--- config.mk ---
export PLATFORM = sky130hd
export DESIGN_NAME = serial_to_parallel
export DESIGN_NICKNAME = d
export VERILOG_FILES = /design/src/rtl/serial_to_parallel.sv
export SDC_FILE = /design/constraint.sdc
export NUM_CORES = 1
export LEC_CHECK = 0
export CAP_MARGIN = 10
export CORE_UTILIZATION = 40
export CTS_BUF_LIST = sky130_fd_sc_hd__clkbuf_16
export DETAILED_ROUTE_END_ITERATION = 8
export SYNTH_ARGS = -nofsm -noshare
export SYNTH_HDL_FRONTEND = slang
export SYNTH_SLANG_ARGS = --single-unit
--- constraint.sdc ---
create_clock -name clk -period 2.46 [get_ports clk]
set_input_delay 0.738 -clock clk [delete_from_list [all_inputs] [get_ports clk]]
set_output_delay 0.738 -clock clk [all_outputs]
set_load 0.005 [all_outputs]
--- src/rtl/serial_to_parallel.sv ---
// rtl/serial_to_parallel.sv - LSB-first serial-to-parallel deserializer with valid/ready output (optional parity: S2P_PARITY_EN)
`timescale 1ns/1ps

module serial_to_parallel #(
    parameter int DATA_WIDTH = 16
) (
    input  logic                  clk,
    input  logic                  resetn,
    input  logic                  sclr,
    input  logic                  din,
    input  logic                  din_en,
    output logic [DATA_WIDTH-1:0] dout,
    output logic                  dout_valid,
    input  logic                  dout_ready,
    output logic                  overrun,
    output logic                  parity_err
);

    localparam int CW = $clog2(DATA_WIDTH + 1);
    localparam logic [CW-1:0] LAST_BIT = CW'(DATA_WIDTH - 1);

    typedef enum logic [0:0] {
        COLLECT = 1'b0,
        PARITY  = 1'b1
    } state_t;

    state_t                  state;
    state_t                  state_next;
    logic [CW-1:0]           cnt;
    logic [CW-1:0]           cnt_next;
    logic [DATA_WIDTH-1:0]   shreg;
    logic [DATA_WIDTH-1:0]   shreg_next;
    logic [DATA_WIDTH-1:0]   shift_word;
    logic [DATA_WIDTH-1:0]   word;
    logic                    complete;
    logic                    load;
    logic                    drop;
`ifdef S2P_PARITY_EN
    logic                    word_perr;
`endif

    // New bits enter at the top so the first received bit ends up in bit 0.
    assign shift_word = {din, shreg[DATA_WIDTH-1:1]};

    // A finished word is taken if the holding register is empty or being drained this cycle.
    assign load = complete && (!dout_valid || dout_ready);
    assign drop = complete && dout_valid && !dout_ready;

    // Framing state, bit counter and shift register.
    always_ff @(posedge clk or negedge resetn) begin
        if (!resetn) begin
            state <= COLLECT;
            cnt   <= '0;
            shreg <= '0;
        end else begin
            state <= state_next;
            cnt   <= cnt_next;
            shreg <= shreg_next;
        end
    end

    // Next framing state; sclr wins over a bit presented in the same cycle.
    always_comb begin
        state_next = state;
        cnt_next   = cnt;
        shreg_next = shreg;
        complete   = 1'b0;
        word       = shift_word;
`ifdef S2P_PARITY_EN
        word_perr  = 1'b0;
`endif
        if (sclr) begin
            state_next = COLLECT;
            cnt_next   = '0;
            shreg_next = '0;
        end else if (din_en) begin
            case (state)
                COLLECT: begin
                    shreg_next = shift_word;
                    if (cnt == LAST_BIT) begin
                        cnt_next = '0;
`ifdef S2P_PARITY_EN
                        // Hold the assembled word in shreg until the parity bit arrives.
                        state_next = PARITY;
`else
                        complete = 1'b1;
`endif
                    end else begin
                        cnt_next = cnt + CW'(1);
                    end
                end
                PARITY: begin
`ifdef S2P_PARITY_EN
                    // Even parity: the data bits plus the parity bit must XOR to zero.
                    complete   = 1'b1;
                    word       = shreg;
                    word_perr  = (^shreg) ^ din;
`endif
                    state_next = COLLECT;
                end
                default: begin
                    state_next = COLLECT;
                end
            endcase
        end
    end

    // Output holding register, handshake and overrun pulse.
    always_ff @(posedge clk or negedge resetn) begin
        if (!resetn) begin
            dout       <= '0;
            dout_valid <= 1'b0;
            overrun    <= 1'b0;
        end else begin
            overrun <= drop;
            if (load) begin
                dout       <= word;
                dout_valid <= 1'b1;
            end else if (dout_valid && dout_ready) begin
                dout_valid <= 1'b0;
            end
        end
    end

`ifdef S2P_PARITY_EN
    // Parity status travels with the word on dout and clears when that word is consumed.
    always_ff @(posedge clk or negedge resetn) begin
        if (!resetn) begin
            parity_err <= 1'b0;
        end else if (load) begin
            parity_err <= word_perr;
        end else if (dout_valid && dout_ready) begin
            parity_err <= 1'b0;
        end
    end
`else
    assign parity_err = 1'b0;
`endif

endmodule
==> results of run 1 <==
area by class of cell:
class,instances,area (sq um)
Fill cell,332,1740
Sequential cell,38,951
Multi-Input combinational cell,69,567
Timing Repair Buffer,26,260
Clock buffer,5,125
Tap cell,48,60.1
Clock inverter,3,12.5
worst register-to-register path, delay by kind of cell, from the launching register on:
family                     cells  cell delay, ns
and+or+nand+nor                2            0.47
DFF                            1            0.38
muxes                          1            0.36
adders and majority gates      1            0.20
buffers and inverters          1            0.18
cells by family (layout without fill, tap and decap cells):
family	after synthesis	count (layout)	synth area share
flops	38	38	0.604
mux	31	31	0.234
simple gates	31	31	0.0922
buf+inv	7	34	0.0358
compound gates	3	3	0.0127
xor+xnor	2	2	0.0111
fa+ha+maj	1	1	0.00795
other cells	1	1	0.00238
synthesized netlist by cell type:
master / n
mux2_4: 10
or3b_2: 1
mux2i_1: 15
buf_6: 1
buf_4: 1
o21ai_0: 2
conb_1: 1
ha_1: 1
buf_2: 2
xor2_1: 2
nor2b_1: 1
a32o_1: 1
nor2_1: 18
clkbuf_1: 2
nand2_1: 5
and3b_1: 2
nand3_1: 1
nand4_1: 1
nand4b_1: 1
mux2_2: 6
nand2b_1: 1
dfrtp_1: 38
buf_12: 1
through the flow:
| step | total power [W] | worst slack (ns) |
|---|---|---|
| 6_report | 0.00128 | 0.455 |
| 5_1_grt | 0.00133 | 0.394 |
| 4_1_cts | 0.00130 | 0.462 |
| 3_5_place_dp | 0.000698 | 0.170 |
| 3_3_place_gp | 0.000696 | 0.202 |
| 2_1_floorplan | 0.000671 | 0.704 |
layer usage:
metal	wire, um	share of wire
met5	0	0
met2	1250	0.48
met1	1200	0.46
met4	49	0.019
met3	103	0.040
power by group:
| part | internal [W] | total, W | switching [W] |
|---|---|---|---|
| Clock | 0.000366 | 0.000598 | 0.000232 |
| Combinational | 0.0000194 | 0.0000496 | 0.0000301 |
| Sequential | 0.000631 | 0.000635 | 0.00000458 |
| Total | 0.00102 | 0.00128 | 0.000267 |
flip-flops by register name, summed over array words and instances (netlist names):
register and count:
shreg 15, dout_valid 1, cnt 5, dout 16, overrun 1
final timing paths:
| path | end | depth (start not counted) |
|---|---|---|
| setup / recovery | dout[13] | 5 |
| hold / removal | dout[0] | 1 |
| setup reg to reg | dout[13] | 5 |
| hold reg to reg | dout[0] | 1 |
| max in group asynchronous | cnt[1] | 1 |
| min in group asynchronous | dout[4] | 1 |
==> results.cfg, run 1 <==
[outcome]
status = finished clean

[yosys]
synth_largest_area_cell = dfrtp_1
synth_area_sq_um = 1570
netlist.area_leader.share = 0.604
synth_area_leaders = dfrtp_1 (60%), mux2_4 (9.5%), mux2i_1 (9.5%)
yosys_warnings = 0
yosysSeqAreaShare = 0.604
synth.distinct_cells = 23
syn-num-nets = 121
ys_ff_latch = 38
synth_cells = 114
postSynthAreaPerCell_sq_um = 13.8

[finish]
final_cell_mix = dfrtp_1 (38), clkdlybuf4s50_1 (22), nor2_1 (18)
final_core_utilization = 0.532
antenna_cells = 0
drive_gt1_frac = 0.191
final_common_cell = dfrtp_1
area_growth_pct = 25.5
nNetsFinal = 147
final_area_sq_um = 1980
stdcell_count = 189

[global_route]
antenna_found_initial = 0
grt_use_total = 0.149
gr-usage-met2 = 0.234
grt_max_degree = 39
grt_pass1_vias = 995
met3_usage = 0.0475
grt_pass1_wl_um = 4570
grtUsageMet1 = 0.183
grt_remaining_overflow = 0
grt.busiest_layer = met2

[clocking]
cts_htree_levels = 2
cts_sinks = 38
cts_setup_buffers = 0
clk_latency_ns = 0.28
cts_inserted_buffers = 5
cts_tree = built
clkSlewWorstSetupHoldPaths_ns = 0.05
ctsResizeCount = 0
hold_buffers = 0
clockBufferDepth = 2
cts_root_buf = clkbuf_16

[pwr]
ir_drop_uv = 331
pwr_density_cell_nw_per_um2 = 649
total_leakage_power_nw = 0.963

[placement]
portBuffers = 23
dpl_cell_area_sq_um = 1840
place.gp.congestion = 0.766
dp_cells = 181
hpwlAfterDp_um = 1650

[floorplanning]
core-area_sq_um = 3720
io_pins = 25
die_x_um = 64.7
die_y_um = 64.7
dieArea_sq_um = 4190
rows = 22
start_util = 0.424

[sta]
fin_setup_tns_ns = 0
min_period_over_period = 0.815
timing.final.hold_violations = 0
finalSetupViolCount = 0
finClkSkew_ns = 0.00289
grt_setup_unrepaired = false
slew_viol_final = 0
slew_headroom = 0.452
fin_crit_ns = 2.00
fmax_ghz = 0.499
holdWs_ns = 0.506
tightest_slew_ns = 0.821

[setup_path]
worstPathArrival_ns = 2.16
crit_path_max_fanout = 16
critPathLaunchType = primary input
reg2reg_slack_ns = 0.76
rr_startpoint = cnt[0]
worst_setup_path_end_kind = flip-flop
cp_top_family = buffers and inverters
max_stage_delay_ns = 0.47
crit_chain = clkdlybuf4s50_1 -> nor2b_1 -> and3b_1 -> buf_12 -> mux2_2
cp_data_required_time_ns = 2.62
crit_path_top_delay_cell = clkdlybuf4s50_1
crit_path_start = din_en
path_buf_inv = 2
crit_type = primary input to flip-flop

[drt]
ant_nets = 0
routed_wl_um = 2590
drt_iter0_drc = 18
wl_per_cell_um = 13.7
vias = 920
first_pass_iters = 3
drc = 0
via_per_inst = 4.87

[job]
max_cap_viol_count = 0

[worst_hold_path]
worstHoldStart = shreg[1]
holdCritPathClass = flip-flop to flip-flop
Note: power is estimated with default switching activity, not from simulation.
==> inputs of run 2 (changes only) <==
==> constraint.sdc (replaced) <==
create_clock -name clk -period 1.8 [get_ports clk]
set_input_delay 0.54 -clock clk [delete_from_list [all_inputs] [get_ports clk]]
set_output_delay 0.54 -clock clk [all_outputs]
set_load 0.005 [all_outputs]
==> run 2 against run 1 <==
  * Worst hold slack lost 0.28 ns
  * Combinational power grew 53%
  * Critical endpoint is now dout[14]
  * Clock power grew 34%
  * Clock skew is essentially flat
  * Worst setup slack lost 0.40 ns
  * First-iteration DRC count grew 11%
  * Largest power group unchanged
  * Core utilization grew 1.9 points
  * Sequential share of layout area shrank 1.7 points
  * Sequential cell count is the same
==> results.cfg, run 2 (synthesis gave the netlist of run 1 again) <==
[outcome]
status = finished clean

[drt]
drt_iter0_drc = 20
wl_per_cell_um = 13.6
via_per_inst = 4.81
first_pass_iters = 2
vias = 933
routed_wl_um = 2640
drc = 0
ant_nets = 0

[pwr]
ir_drop_uv = 459
combPwrFrac = 0.043
swShare = 0.200
total_leakage_power_nw = 0.997
p_clk_frac = 0.458
pwr_density_cell_nw_per_um2 = 852
power_switching_w = 0.000349
p_int_w = 0.00139
power_frac_seq = 0.498

[finish]
antenna_cells = 0
final_cell_mix = dfrtp_1 (38), clkdlybuf4s50_1 (22), nor2_1 (18)
multiInputGateArea_sq_um = 571
drive_gt1_frac = 0.233
seq_area_sq_um = 951
largestRegisters = dout (16), shreg (15), cnt (5)
final_common_cell = dfrtp_1
stdcell_count = 194
nNetsFinal = 152
top_register = dout
area_growth_pct = 30.0
largest_register_ffs = 16
fill_cells = 304

[clocking]
cts_inserted_buffers = 5
cts_sinks = 38
clockBufferDepth = 2
cts_htree_levels = 2
cts_tree = built
clk_latency_ns = 0.27
cts_root_buf = clkbuf_16
clkSlewWorstSetupHoldPaths_ns = 0.05

[floorplanning]
die_y_um = 64.7
dieArea_sq_um = 4190
rows = 22
io_pins = 25
core-area_sq_um = 3720
start_util = 0.424
die_x_um = 64.7

[sta]
finClkSkew_ns = 0.00239
fmax_ghz = 0.571
fin_crit_ns = 1.75
layout_setup_ws_ns = 0.0502
finalSetupViolCount = 0
holdWs_ns = 0.227
slew_viol_final = 0
timing.final.hold_violations = 0
grt_setup_unrepaired = false
min_period_over_period = 0.972

[global_route]
grt_pass1_wl_um = 4470
grt_remaining_overflow = 0
grt_pass1_vias = 978
antenna_found_initial = 0
grt_max_degree = 21
grt_use_total = 0.145

[worst_hold_path]
holdCritPathClass = primary input to async pin

[setup_path]
worst_setup_path_end_kind = flip-flop
crit_path_top_delay_cell = clkdlybuf4s50_1
cp_data_required_time_ns = 1.95
worstPathArrival_ns = 1.90
crit_chain = clkdlybuf4s50_1 -> nor2b_2 -> and3b_2 -> buf_12 -> mux2_2
critPathLaunchType = primary input
max_stage_delay_ns = 0.47
crit_path_max_fanout = 8
crit_type = primary input to flip-flop

[placement]
hpwlAfterDp_um = 1740
portBuffers = 23
place_ws_ns = -0.258
place.gp.congestion = 0.707
dp_cells = 185

[job]
max_cap_viol_count = 0
[run 2: cell count changes in the layout (fill, tap and decap cells not counted)]
cell,previous run,this run
nor2b_2,0,1
buf_12,1,2
and3b_1,2,1
buf_4,2,5
nor2b_1,1,0
clkbuf_16,5,6
and3b_2,0,1
[run 2: repair_timing]
item | in CTS | in global routing
hold buffers | 0 | 0
endpoints found under the setup margin | 0 | 6
resized for setup | 0 | 2
setup buffers | 0 | 0
[run 2: layout make-up]
| type | instances | share of cell area |
|---|---|---|
| clock buffer | 5 | 0.0611 |
| clock inverter | 3 | 0.00611 |
| multi-input combinational | 69 | 0.279 |
| sequential | 38 | 0.465 |
| tap | 48 | 0.0293 |
| timing repair buffer | 31 | 0.160 |
[run 2: path summary, 6_finish.rpt]
check                          from  endpoint  slack [ns]  cells after the start
max                          din_en  dout[14]        0.05                      5
min                          resetn   dout[2]        0.23                      1
max reg2reg                  cnt[0]  dout[14]        0.12                      5
min reg2reg                shreg[1]   dout[0]        0.51                      1
max in group asynchronous    resetn  dout[13]        1.10                      2
min in group clk           shreg[1]   dout[0]        0.51                      1
[run 2: worst max-delay path: cells and delay by family]
family	cells	cell delay, ns
buf+inv	2	0.62
simple gates	2	0.41
mux	1	0.34
[run 2: power by group through the flow]
| stage | Clock [W] | Sequential [W] | Combinational, W |
|---|---|---|---|
| finish | 0.000799 | 0.000869 | 0.0000757 |
| global route | 0.000867 | 0.000869 | 0.0000840 |
| CTS | 0.000828 | 0.000868 | 0.0000774 |
| detailed placement | 0 | 0.000883 | 0.0000777 |
| global placement | 0 | 0.000883 | 0.0000757 |
| floorplan | 0 | 0.000882 | 0.0000348 |
[run 2: layer usage]
layer,vias up,track usage,share of wire
li1,448,-,-
met4,0,0.0667,0.019
met5,-,0,0
met2,20,0.228,0.47
met1,458,0.173,0.47
met3,7,0.0599,0.048
[run 2: metrics by stage]
step	TNS, ns	total power [W]	area [sq um]	util
floorplan	0	0.000917	1570	-
detailed placement	-3.93	0.000961	1880	0.506
finish	0	0.00174	2050	0.551
CTS	0	0.00177	2020	0.543
global placement	-3.43	0.000958	1880	0.506
global route	0	0.00182	2050	0.551
